## src/rtl/fetch_pkg.sv

```systemverilog
// Shared types and constants for the fetch stage of the 16-bit RISC core.
package fetch_pkg;

   typedef enum logic [1:0] {
      FETCH_OP  = 2'd0,
      FETCH_IMM = 2'd1,
      RESET_VEC = 2'd2
   } fetch_state_t;

   // Opcode prefix marking a two-word (opcode + immediate) instruction
   localparam logic [1:0]  IMM_PREFIX    = 2'b11;
   localparam int          IMM_PREFIX_HI = 15;
   localparam int          IMM_PREFIX_LO = 14;

   // Encoding driven onto the instruction bus for bubbles
   localparam logic [15:0] NOP = 16'h0000;

   function automatic logic is_two_word(input logic [15:0] word);
      return word[IMM_PREFIX_HI:IMM_PREFIX_LO] == IMM_PREFIX;
   endfunction

endpackage

```

## src/rtl/pc_reg.sv

```systemverilog
// Program counter register: synchronous reset, load, increment or hold.
module pc_reg #(
   parameter int              PC_W     = 20,
   parameter logic [PC_W-1:0] RESET_PC = '0
) (
   input  logic            clk,
   input  logic            rst,
   input  logic            load,
   input  logic            inc,
   input  logic [PC_W-1:0] load_val,
   output logic [PC_W-1:0] pc
);

   // Load beats increment; increment wraps modulo 2^PC_W
   always_ff @(posedge clk) begin
      if (rst)       pc <= RESET_PC;
      else if (load) pc <= load_val;
      else if (inc)  pc <= pc + PC_W'(1);
   end

endmodule

```

## src/rtl/fetch_stage.sv

```systemverilog
// Instruction fetch stage: owns the PC, assembles one- and two-word
// instructions and presents them to decode with a valid flag.
// Optional feature macro: FETCH_RESET_VECTOR_EN (PC loaded from imem[0]
// on the first cycle out of reset).
module fetch_stage
   import fetch_pkg::*;
#(
   parameter int              PC_W     = 20,
   parameter logic [PC_W-1:0] RESET_PC = '0
) (
   input  logic            clk,
   input  logic            rst,
   output logic [PC_W-1:0] imem_addr,
   input  logic [15:0]     imem_data,
   input  logic            stall,
   input  logic            flush,
   input  logic [PC_W-1:0] redirect_pc,
   output logic            if_valid,
   output logic [15:0]     if_instr,
   output logic [15:0]     if_imm,
   output logic [PC_W-1:0] if_pc,
   output logic [PC_W-1:0] if_pc_next
);

   fetch_state_t    state;
   logic [15:0]     hold_reg;
   logic [PC_W-1:0] hold_pc;
   logic [PC_W-1:0] pc;
   logic [PC_W-1:0] pc_plus1;
   logic            in_vec;
   logic            pc_load;
   logic            pc_inc;
   logic [PC_W-1:0] pc_load_val;

`ifdef FETCH_RESET_VECTOR_EN
   localparam fetch_state_t RESET_STATE = RESET_VEC;
   assign in_vec = (state == RESET_VEC);
`else
   localparam fetch_state_t RESET_STATE = FETCH_OP;
   assign in_vec = 1'b0;
`endif

   assign pc_plus1  = pc + PC_W'(1);
   // While fetching the reset vector the memory is read at word 0
   assign imem_addr = in_vec ? '0 : pc;

   // Next-PC selection: redirect, reset vector, or sequential advance.
   // The reset vector state ignores stall, so it always loads.
   assign pc_load     = flush | in_vec;
   assign pc_load_val = flush ? redirect_pc : PC_W'(imem_data);
   assign pc_inc      = ~stall;

   pc_reg #(.PC_W(PC_W), .RESET_PC(RESET_PC)) u_pc (
      .clk      (clk),
      .rst      (rst),
      .load     (pc_load),
      .inc      (pc_inc),
      .load_val (pc_load_val),
      .pc       (pc)
   );

   // Fetch FSM and IF/ID output registers
   always_ff @(posedge clk) begin
      if (rst) begin
         state      <= RESET_STATE;
         hold_reg   <= NOP;
         hold_pc    <= '0;
         if_valid   <= 1'b0;
         if_instr   <= NOP;
         if_imm     <= NOP;
         if_pc      <= '0;
         if_pc_next <= '0;
      end else if (flush) begin
         // Any half-fetched two-word instruction is dropped here
         state    <= FETCH_OP;
         if_valid <= 1'b0;
         if_instr <= NOP;
         if_imm   <= NOP;
      end else if (!stall || in_vec) begin
         case (state)
            FETCH_OP: begin
               if (is_two_word(imem_data)) begin
                  hold_reg <= imem_data;
                  hold_pc  <= pc;
                  if_valid <= 1'b0;
                  state    <= FETCH_IMM;
               end else begin
                  if_instr   <= imem_data;
                  if_imm     <= NOP;
                  if_pc      <= pc;
                  if_pc_next <= pc_plus1;
                  if_valid   <= 1'b1;
               end
            end
            FETCH_IMM: begin
               if_instr   <= hold_reg;
               if_imm     <= imem_data;
               if_pc      <= hold_pc;
               if_pc_next <= pc_plus1;
               if_valid   <= 1'b1;
               state      <= FETCH_OP;
            end
            default: begin
               // RESET_VEC: PC is being loaded from the vector word
               if_valid <= 1'b0;
               state    <= FETCH_OP;
            end
         endcase
      end
   end

endmodule

```

## config.mk

```make
export PLATFORM = sky130hd
export DESIGN_NAME = fetch_stage
export DESIGN_NICKNAME = d
export VERILOG_FILES = /design/src/rtl/fetch_pkg.sv /design/src/rtl/pc_reg.sv /design/src/rtl/fetch_stage.sv
export SDC_FILE = /design/constraint.sdc
export NUM_CORES = 1
export LEC_CHECK = 0
export CORE_ASPECT_RATIO = 0.8
export CORE_MARGIN = 3
export CORE_UTILIZATION = 45
export DETAILED_ROUTE_END_ITERATION = 6
export GPL_TIMING_DRIVEN = 1
export PLACE_DENSITY = 0.89
export SETUP_SLACK_MARGIN = 0.05
export SLEW_MARGIN = 15
export SYNTH_ARGS = -nofsm -noshare
export SYNTH_HDL_FRONTEND = slang
export SYNTH_SLANG_ARGS = --single-unit
export TNS_END_PERCENT = 20
```

## constraint.sdc

```tcl
create_clock -name clk -period 2 [get_ports clk]
set_clock_uncertainty 0.15 [all_clocks]
set_input_delay 0.4 -clock clk [delete_from_list [all_inputs] [get_ports clk]]
set_output_delay 0.4 -clock clk [all_outputs]
set_load 0.005 [all_outputs]
```

After elaboration in Yosys (flattened, before gate mapping)

Cells that the tools add are included.

Output and inout port bits: 93
Bits of input ports: 40
Logic and storage cells: 38
Bits in registers: 131

Mux-type cells: 14
Add/sub/neg operators: 1
Bitwise logic cells: 2
Eq/ne operators: 5
Reduce and logical (&&, ||, !) cells: 7

Operators by type and width:

| cell                                          | number |
|---|---|
| two-way mux 20 bit                            | 4 |
| one-hot mux 20 bit (2 select lines)           | 2 |
| one-hot mux 16 bit (2 select lines)           | 2 |
| two-way mux 16 bit                            | 2 |
| adder 20 x 1 -> 20 bit, second input constant | 1 |
| AND reduction 4 bit                           | 2 |
| two-way mux 2 bit                             | 2 |
| != test 2 bit, second input constant          | 2 |
| AND reduction 3 bit                           | 1 |
| == test 2 x 1 -> 1 bit, second input constant | 1 |
| == test 2 bit, second input constant          | 1 |
| logical NOT 2 bit                             | 1 |
| != test 2 x 1 -> 1 bit, second input constant | 1 |
| NOT 1 bit                                     | 2 |
| one-hot mux 1 bit (2 select lines)            | 1 |
| AND reduction 2 bit                           | 1 |
| nonzero test 2 bit                            | 1 |
| OR reduction 2 bit                            | 1 |
| two-way mux 1 bit                             | 1 |

Longest topological paths before layout

Depth after elaboration: 3
Gate-level depth with buffers: 7
Mapped depth without buffers: 5

By module

From an unflattened synthesis, not the netlist that was laid out.

Cells, all modules: 692
Area, all modules: 5866.9 um^2

By module, submodules not included:

| module      | area an instance (um^2) | times used | seq. area each (um^2) | cells an instance |
|---|---|---|---|---|
| fetch_stage | 4713.3                  | 1          | 2202.1                | 547 |
| pc_reg      | 1153.6                  | 1          | 400.4                 | 145 |

Worst setup path after synthesis

Ideal clock, no wire load.

Path type: reg-to-reg
Start: register u_pc.pc[5]
End: register u_pc.pc[19]
Data arrival time: 1.798 ns
Path buffers: 1
Setup time: 0.091 ns
Slack: -0.039 ns
Data required time: 1.759 ns
Clock period less this slack: 2.039 ns
Cell stages (with the launch flop): 6
Cells stage by stage: dfxtp_1 > buf_2 > nand3_2 > or4_4 > or3_1 > a311oi_1

Word-level cells in the longest chain between the ends: 3

Ends and longest elaborated chain:

| what                     | line         | RTL |
|---|---|---|
| start: declaration       | pc_reg.sv:11 | `output logic [PC_W-1:0] pc` |
| start signal: assignment | pc_reg.sv:17 | `else if (load) pc <= load_val;` |
| start signal: assignment | pc_reg.sv:18 | `else if (inc) pc <= pc + PC_W'(1);` |
| adder 20 x 1 -> 20 bit   | pc_reg.sv:18 |  |
| two-way mux 20 bit       | pc_reg.sv:18 |  |
| two-way mux 20 bit       | pc_reg.sv:17 |  |

Every way passes these cells. The select of a mux whose other input is x is not followed.
A chain may end at the register's enable or synchronous reset.

Final worst setup path

Start: register u_pc.pc[4]
End: register if_pc_next[17]

Word-level cells in the longest chain between the ends: 3

Ends and longest elaborated chain:

| what                                    | line              | RTL |
|---|---|---|
| adder 20 x 1 -> 20 bit (*)              | fetch_stage.sv:43 | `assign pc_plus1 = pc + PC_W'(1);` |
| two-way mux 20 bit                      | fetch_stage.sv:82 | `if (is_two_word(imem_data)) begin` |
| one-hot mux 20 bit (2 select lines) (*) | fetch_stage.sv:80 | `case (state)` |
| end signal: assignment                  | fetch_stage.sv:91 | `if_pc_next <= pc_plus1;` |
| end signal: assignment                  | fetch_stage.sv:99 | `if_pc_next <= pc_plus1;` |
| end: declaration                        | fetch_stage.sv:22 | `output logic [PC_W-1:0] if_pc_next` |

Every way passes the cells marked *; elsewhere a longest branch is shown, timed or not. The select of a mux whose other input is x is not followed.

==> key figures <==
Min path
  – Worst hold path depth: 2
  – Hold Path Class: flip-flop to flip-flop
  – Worst Hold Launch: hold_pc[17]
  – End of the worst hold path: hold_pc[17]

Flow run
  – Max_cap viols: 0

Synthesis
  – Yosys cell types: 42
  – Synth Register Bits: 130
  – Post-Synthesis Net Count: 661
  – Synth top area cells: dfxtp_1, a211oi_1, mux2i_1
  – Sequential area share after synthesis: 47.76%
  – Cell taking the most area after synthesis: dfxtp_1
  – Mapped Area: 0.005449 mm2
  – Synth top area share: 47.76%
  – Gate Count Post-Synth: 620
  – Post-Syn Area per Cell: 8.789 um2
  – Warnings from Yosys: 0

Cells and area
  – Final Util: 68.65%
  – Post-Layout Cell Count: 938
  – Fin nets: 818
  – # diodes: 0
  – Share of cells above drive strength 1: 16.58%
  – Area grow syn2layout: 46.75%
  – Fill count: 813

Clock tree
  – CTS buffer count: 17
  – TritonCTS clock tree: done
  – H-tree levels: 4
  – Clock sinks: 130
  – Cts hold-fix bufs: 0
  – Clock slew at reported path FFs: 60 ps
  – Clock Path Buffers: 2
  – Clk_lat worst skew: 420 ps
  – Clk root buf: clkbuf_16

Critical path
  – Worst reg2reg setup slack: 6 ps
  – CP required: 2160 ps
  – WP data arrival: 2150 ps
  – Worst-path maximum fanout: 6
  – Worst setup EP type: flip-flop
  – RR Endpoint: if_pc_next[17]
  – Worst r2r src: u_pc.pc[4]
  – R2r worst-path depth: 4
  – Startpoint types: flip-flop
  – Critical path class: flip-flop to flip-flop

Timing
  – Final Setup Violations: 0
  – PnR worst setup slack: 5.584 ps
  – Final Hold Fails: 0
  – WHS: 306.1 ps
  – Final min period: 1994 ps
  – Actual slew at the worst max-slew pin: 531.4 ps
  – Final period utilization: 99.72%
  – Fin. max-slew vios: 0
  – Max_slew headroom: 64.24%
  – Max Freq: 0.5014 GHz
  – RSZ-0062 raised after global routing: true

GRT
  – Initial antenna violation count: 0
  – GR Util All Layers: 25.78%
  – Global-route wire length before repair: 27.42 mm
  – Maximum number of pins on one net before global-route repair: 69
  – Vias in the first global route: 5366
  – Grt ovf: 0

Power
  – Power, Total: 6.783 mW
  – Leak: 2.831 nW
  – Power density cells: 848.2 mW/mm2
  – Worst VDD drop: 0.6421 mV

Route
  – Via count: 5348
  – Routed WL: 17.19 mm
  – Average routed wire per standard cell: 18.33 um
  – DRC Markers: 0
  – Post-route ant nets: 0
  – DR pass1 iterations: 5
  – 1st-iter DRT viols: 498
  – Vias/cell: 5.701

Die
  – Starting density of the core: 46.78%
  – # rows: 35
  – Die area: 0.01347 mm2
  – I/O Pins: 133
  – Die Wd: 129.0 um
  – Core area: 0.01165 mm2
  – Die Ht: 104.4 um

Placed design
  – HPWL Detailed: 11.76 mm
  – Pre-CTS setup slack: -345.4 ps
  – Routability cong.: 0.9283
  – IO Port Bufs: 132
  – # placed instances: 899

Status
  – Outcome: finished clean
-- power breakdown --
part | internal [mW] | switching, mW
Clock | 1.96 | 1.18
Combinational | 0.446 | 0.410
Sequential | 2.70 | 0.0908
-- repair_timing --
item	4_1_cts	5_1_grt
endpoints found under the setup margin	29	17
pin swaps	3	2
gates cloned	0	0
buffers inserted	2	5
gates resized for setup	53	5
-- area by class of cell --
class | count | area (um2) | share of cell area, %
Sequential cell | 130 | 2650 | 33.14
Clock inverter | 13 | 162.7 | 2.034
Multi-Input combinational cell | 426 | 2648 | 33.11
Timing Repair Buffer | 196 | 1896 | 23.71
Inverter | 6 | 22.52 | 0.2816
Tap cell | 148 | 185.2 | 2.316
Clock buffer | 19 | 432.9 | 5.414
-- metal layers --
metal  share of wire [%]  up-vias  track usage [%]
met5                   0        -                0
met4                 2.4        0            8.921
met3                 7.7       39            7.341
met2                  48      247            42.05
met1                  42     2553            32.50
li1                    -     2509                -
-- critical path, cell delays in order (launching register included) --
cell and delay, ps:
dfxtp_4 380, nand4_1 170, or3_4 440, or3_1 380, a311oi_1 350
-- cell usage in the layout (no fill, tap or decap), types with 4 or more instances in the layout --
master and instances:
buf_12 5, a311oi_1 7, buf_6 13, nor3_1 12
or3_1 6, dfxtp_2 8, clkinv_4 4, clkdlybuf4s50_1 116
nor2_1 83, dfxtp_1 112, buf_4 47, nand3_1 4
nand4_1 4, a22o_1 16, dlygate4sd2_1 14, dfxtp_4 10
mux2i_1 37, o21ai_0 8, xnor2_1 23, inv_1 6
nand2_1 82, nor4_1 5, a211oi_1 59, a21oi_1 42
clkbuf_16 17
-- synthesized netlist by cell type, drive strengths merged --
library cell and count:
dfxtp 130, nor2 84, nand2 82, a211oi 59, a21oi 42, clkbuf 42, mux2i 37, xnor2 23
a22o 16, buf 16, nor3 14, a311oi 9, or3 9, nor4 8, o21ai 8, inv 6
nand4 6, nand3 5, nor2b 3, nor3b 3, and4 2, nand2b 2, or4 2, a21boi 1
a31o 1, and3b 1, ha 1, nand3b 1, o211ai 1, o21bai 1, o31a 1, o31ai 1
o41ai 1, or2 1, xor2 1
-- cells by family (layout without fill, tap and decap cells) --
family	after synthesis	after routing	synth area share, %
AND/OR/NAND/NOR	223	223	18.92
flip-flops	130	130	47.76
multiplexers	37	37	6.797
AO/OA/AOI/OAI	141	141	17.77
adder cells (fa/ha/maj)	1	1	0.2296
buffers and inverters	64	234	4.661
XOR/XNOR	24	24	3.858
-- stage by stage --
step,TNS (ps),area (um2)
final,0,7996
after global routing,-103.6,7996
after CTS,0,7939
after detailed placement,-12530,7241
after global placement,-5612,7241
after floorplan,0,5479
-- how the worst max path moves through the flow --
stage / startpoint / endpoint / cells after the start
after floorplan: u_pc.pc[2] / u_pc.pc[19] / 5
after detailed placement: stall / u_pc.pc[19] / 5
after global routing: u_pc.pc[4] / if_pc_next[17] / 4
final: u_pc.pc[4] / if_pc_next[17] / 4
after CTS: u_pc.pc[15] / imem_addr[15] / 2
after global placement: stall / u_pc.pc[19] / 5
Note: power is estimated with default switching activity, not from simulation.
==> RTL change 1: new RTL, same settings <==
Make the reset (`rst`) asynchronous in 2 clocked blocks. Comments in the files are not updated.
--- a/src/rtl/pc_reg.sv
+++ b/src/rtl/pc_reg.sv
@@ -12,7 +12,7 @@
 );
 
    // Load beats increment; increment wraps modulo 2^PC_W
-   always_ff @(posedge clk) begin
+   always_ff @(posedge clk or posedge rst) begin
       if (rst)       pc <= RESET_PC;
       else if (load) pc <= load_val;
       else if (inc)  pc <= pc + PC_W'(1);
--- a/src/rtl/fetch_stage.sv
+++ b/src/rtl/fetch_stage.sv
@@ -60,7 +60,7 @@
    );
 
    // Fetch FSM and IF/ID output registers
-   always_ff @(posedge clk) begin
+   always_ff @(posedge clk or posedge rst) begin
       if (rst) begin
          state      <= RESET_STATE;
          hold_reg   <= NOP;
Formal check against the unedited RTL: differs if rst is asserted again (counterexample within 4 cycles, from zero or initial values and one cycle with rst high); with rst held inactive, the same outputs for 4 cycles.
==> RTL change 1 against the original RTL <==
The flow now finishes with violations (setup timing); cell area up 6.7%; core utilization down 0.27 points; die area rose by 8.0%; area after synthesis grew 8.4%; routed wire length down 2.2%; power is 20% higher; cell count is 2.1% lower; synthesized cell count is 8.5% lower; setup slack worse by 0.049 ns; sequential cell count is the same; critical endpoint is now imem_addr[0]; largest cell class unchanged; largest power group unchanged.
==> RTL change 1: results (changes against the original RTL) <==
status=complete, but fails checks; violations in the final reports=setup timing; fraction of the mapped netlist area in adder cells=0.212% (-0.018 points); placed wire-length estimate=11.6 mm (-1.7%); Fin Setup TNS=-0.0842 ns (-0.0842 ns); top fanout value on the critical path=7 (+1); met2 global-route usage=39.9% (-2.2 points); Synthesized Nets=608 (-8.0%); global-route wire length before repair=26.6 mm (-3.1%); Final setup viols=3 (+3); Post-Route WL=16.8 mm (-2.2%); top area cells in the synthesized netlist=dfrtp_1, nand2_1, mux2i_1; pin count of the biggest net entering global routing=53 (-23%); ranking of synthesized cells by instance count=dfrtp_1, nand2_1, o21ai_0, mux2i_1, mux2_2; net switching power=2.05 mW (+22%); area fraction in compound gates after synthesis=9.53% (-8.2 points); Logic pwr share=18.4% (+5.8 points); ratio of cells with drive above 1 in the final layout=19.3% (+2.7 points); reported sequential group power=3.28 mW (+18%); Data arrival, critical path=1.49 ns (-0.66 ns); xor/xnor cell area share of the yosys netlist=4.00% (+0.15 points); worst slew slack as a fraction of its limit=68.6% (+4.3 points); proportion of synthesized area in mux cells=13.2% (+6.4 points); global-route usage over all layers=23.3% (-2.4 points); worst setup margin=-0.0429 ns (-0.0485 ns); global routing met3 resource utilization=6.60% (-0.74 points); top flip-flop cell by instance count after synthesis=dfrtp_1; worst-path cell with the longest stage delay=clkdlybuf4s50_1; GP Congestion=0.972 (+4.7%); GR met1 Demand/Resource=29.4% (-3.1 points); Min-Delay Path Class=input pin to asynchronous set/reset pin; synthesized area per cell=10.4 um2 (+19%)
[RTL change 1: cell types whose count changed after synthesis, sizes merged, moves of 15 or more]
cell    before  now
a211oi      59    0
nand2       82  116
mux2         0   32
clkbuf      42   25
nor2        84   12
o21ai        8   70
a22o        16    0
a21oi       42    2
o31ai        1   16
dfxtp      130    0
dfrtp        0  130
[RTL change 1: routing by layer]
layer,vias up,routed length [um],share of wire [%]
met4,0,323,1.9
li1,2290,-,-
met2,182,8350,50
met5,-,0,0
met3,26,1010,6.0
met1,2508,7120,42
[RTL change 1: path summary, 6_finish.rpt]
path	startpoint	slack [ns]	cells after the start	end
setup / recovery	u_pc.pc[0]	-0.04	2	imem_addr[0]
max in group asynchronous	rst	0.95	3	u_pc.pc[12]
setup reg to reg	u_pc.pc[0]	-0.02	5	if_pc_next[14]
hold / removal	rst	0.18	2	if_pc_next[1]
min in group clk	flush	0.30	3	u_pc.pc[7]
hold reg to reg	hold_reg[14]	0.32	1	hold_reg[14]
[RTL change 1: cells by family (layout without fill, tap and decap cells)]
logic type | after synthesis | count (layout)
multiplexers | 74 | 74
flip-flops | 130 | 130
adder cells (fa/ha/maj) | 1 | 1
AO/OA/AOI/OAI | 99 | 99
buffers and inverters | 50 | 229
XOR/XNOR | 27 | 27
other | 0 | 1
AND/OR/NAND/NOR | 186 | 186
[RTL change 1: worst max-delay path, delay by kind of cell, from the launching register on]
family,cells,cell delay (ns)
flip-flops,1,0.39
buffers and inverters,2,0.69
[RTL change 1: cell type report]
type / instances / area share [%]
Clock inverter: 12 / 2.08
Antenna cell: 1 / 0.0293
Timing Repair Buffer: 192 / 22.2
Inverter: 5 / 0.264
Clock buffer: 20 / 5.47
Multi-Input combinational cell: 387 / 29.2
Sequential cell: 130 / 38.2
Tap cell: 171 / 2.51
==> RTL change 2: new RTL, same settings <==
Made on the original files. `PC_W` is set to 20 in 2 places; all go to 10.
--- a/src/rtl/pc_reg.sv
+++ b/src/rtl/pc_reg.sv
@@ -1,6 +1,6 @@
 // Program counter register: synchronous reset, load, increment or hold.
 module pc_reg #(
-   parameter int              PC_W     = 20,
+   parameter int              PC_W     = 10,
    parameter logic [PC_W-1:0] RESET_PC = '0
 ) (
    input  logic            clk,
--- a/src/rtl/fetch_stage.sv
+++ b/src/rtl/fetch_stage.sv
@@ -5,7 +5,7 @@
 module fetch_stage
    import fetch_pkg::*;
 #(
-   parameter int              PC_W     = 20,
+   parameter int              PC_W     = 10,
    parameter logic [PC_W-1:0] RESET_PC = '0
 ) (
    input  logic            clk,
Interface: changed (resized if_pc, if_pc_next, imem_addr and redirect_pc); port bits go from 133 to 93. No check against the original RTL was run, so the function may have changed too.
==> RTL change 2 against the original RTL <==
Power shrank 42%; fmax is 3.8% higher; highest routed layer unchanged; combinational power fell by 32%; area after synthesis shrank 30%; cell area is 34% lower; setup slack gained 0.073 ns; synthesized cell count decreased by 34%; critical endpoint is now imem_addr[0]; via count down 31%; routed wire length shrank 38%; first-iteration DRC count fell by 53%; largest power group is now sequential cells; non-clock buffer count down 65; sequential cell count is 40 lower.
==> RTL change 2: results (changes against the original RTL) <==
status=finished clean; maximum level of the CTS H-tree=3 (-1); sequential area share after synthesis=47.1% (-0.69 points); global-route wire length before repair=16.9 mm (-38%); ratio of cells with drive above 1 in the final layout=14.8% (-1.7 points); top area cells in the synthesized netlist=dfxtp_1, a21oi_1, mux2i_1; fraction of registers with async set/reset=0% (unchanged); peak supply drop=0.479 mV (-25%); number of buffers added by the clock tree synthesis step=9 (-8); Skew-Pair Late Insertion Delay=0.37 ns (-0.05 ns); count of different cell masters after synthesis=42 (unchanged); Initial DRC Count=236 (-53%); Worst Min Path Start=if_valid; critical path launch point=u_pc.pc[0]; flop2flop setup slack=0.19 ns (+0.18 ns); Fin Hold WS=0.310 ns (+0.00362 ns); ranking of synthesized cells by instance count=dfxtp_1, a21oi_1, nand3_1, o21ai_0, mux2i_1; Synthesized Nets=441 (-33%); non-filler cells, final=620 (-34%); clock-pin slew on the worst setup and hold paths=0.10 ns (+0.04 ns); relative contribution of the clock network to total power=36.3% (-9.9 points); reported sequential group power=1.91 mW (-32%); via density per instance=5.94 (+4.2%); synthesized area per cell=9.34 um2 (+6.2%); top fanout value on the critical path=10 (+4); worst slack after detailed placement=-0.0995 ns (+0.246 ns); Post-Route WL=10.6 mm (-38%); Final #Nets=538 (-34%); buffers added on ports=92 (-30%); Int Power=2.89 mW (-43%); capturing point of the worst reg2reg path=u_pc.pc[8]; Hold EP=if_valid; first drt pass iteration count=4 (-1); vias in the first global route=3431 (-36%); cell depth of the worst min-delay path=2 (unchanged); worst slew slack as a fraction of its limit=60.8% (-3.4 points); placed wire-length estimate=7.30 mm (-38%); pin count of the biggest net entering global routing=56 (-19%); GP Congestion=0.880 (-5.2%); Min-Delay Path Class=flop to flop; Switching Fraction=26.3% (+1.6 points); global-route usage over all layers=22.2% (-3.6 points); Post-Place Cells=603 (-33%); number of cells on the worst reg-to-reg path=4 (unchanged); Data arrival, critical path=1.37 ns (-0.78 ns); clock tree root buffer cell=clkbuf_8; cell area reported after detailed placement=5030 um2 (-31%); static leakage=1.80 nW (-36%)
-- RTL change 2: cell types whose count changed after synthesis, sizes merged, moves of 24 or more --
cell | before | now
a21oi | 42 | 66
a211oi | 59 | 18
nor2 | 84 | 11
nand2 | 82 | 8
dfxtp | 130 | 90
nand3 | 5 | 29
-- RTL change 2: layer usage --
layer  track usage [%]  vias to the layer above  wire [um]
li1                  -                     1741          -
met1              29.1                     1759       4460
met2              35.3                      164       5070
met3              6.64                       20        946
met4              7.34                        0        159
met5                 0                        -          0
-- RTL change 2: how the worst max path moves through the flow --
| stage | slack, ns | to |
|---|---|---|
| after floorplan | 0.25 | if_pc[0] |
| after global placement | -0.09 | u_pc.pc[8] |
| after detailed placement | -0.1 | if_instr[2] |
| after CTS | 0.06 | imem_addr[1] |
| after global routing | 0.03 | imem_addr[0] |
| final | 0.08 | imem_addr[0] |
-- RTL change 2: cell type report --
cell class                 count  area, um2
tap                          108        135
clock buffer                   9        124
clock inverter                 7        105
timing repair buffer         131       1280
sequential                    90       1820
fill                         635       2800
inverter                       5       18.8
multi-input combinational    270       1810
-- RTL change 2: critical path: stages, from the launching register on --
cell             delay, ns
dfxtp_2               0.35
buf_6                 0.15
clkdlybuf4s50_1       0.52
-- RTL change 2: kinds of logic after synthesis --
group                    Yosys count  synth area share, %
AO/OA/AOI/OAI                    161                 26.9
XOR/XNOR                           7                 1.60
adder cells (fa/ha/maj)            1                0.327
buffers and inverters             50                 5.85
flip-flops                        90                 47.1
multiplexers                      26                 6.83
AND/OR/NAND/NOR                   75                 11.4
-- RTL change 2: repair_timing --
| item | CTS | global route |
|---|---|---|
| setup endpoints to repair | 10 | 3 |
| buffers inserted | 1 | 0 |
| hold endpoints to repair | 0 | 0 |
| cloned | 0 | 0 |
| resized for setup | 15 | 1 |
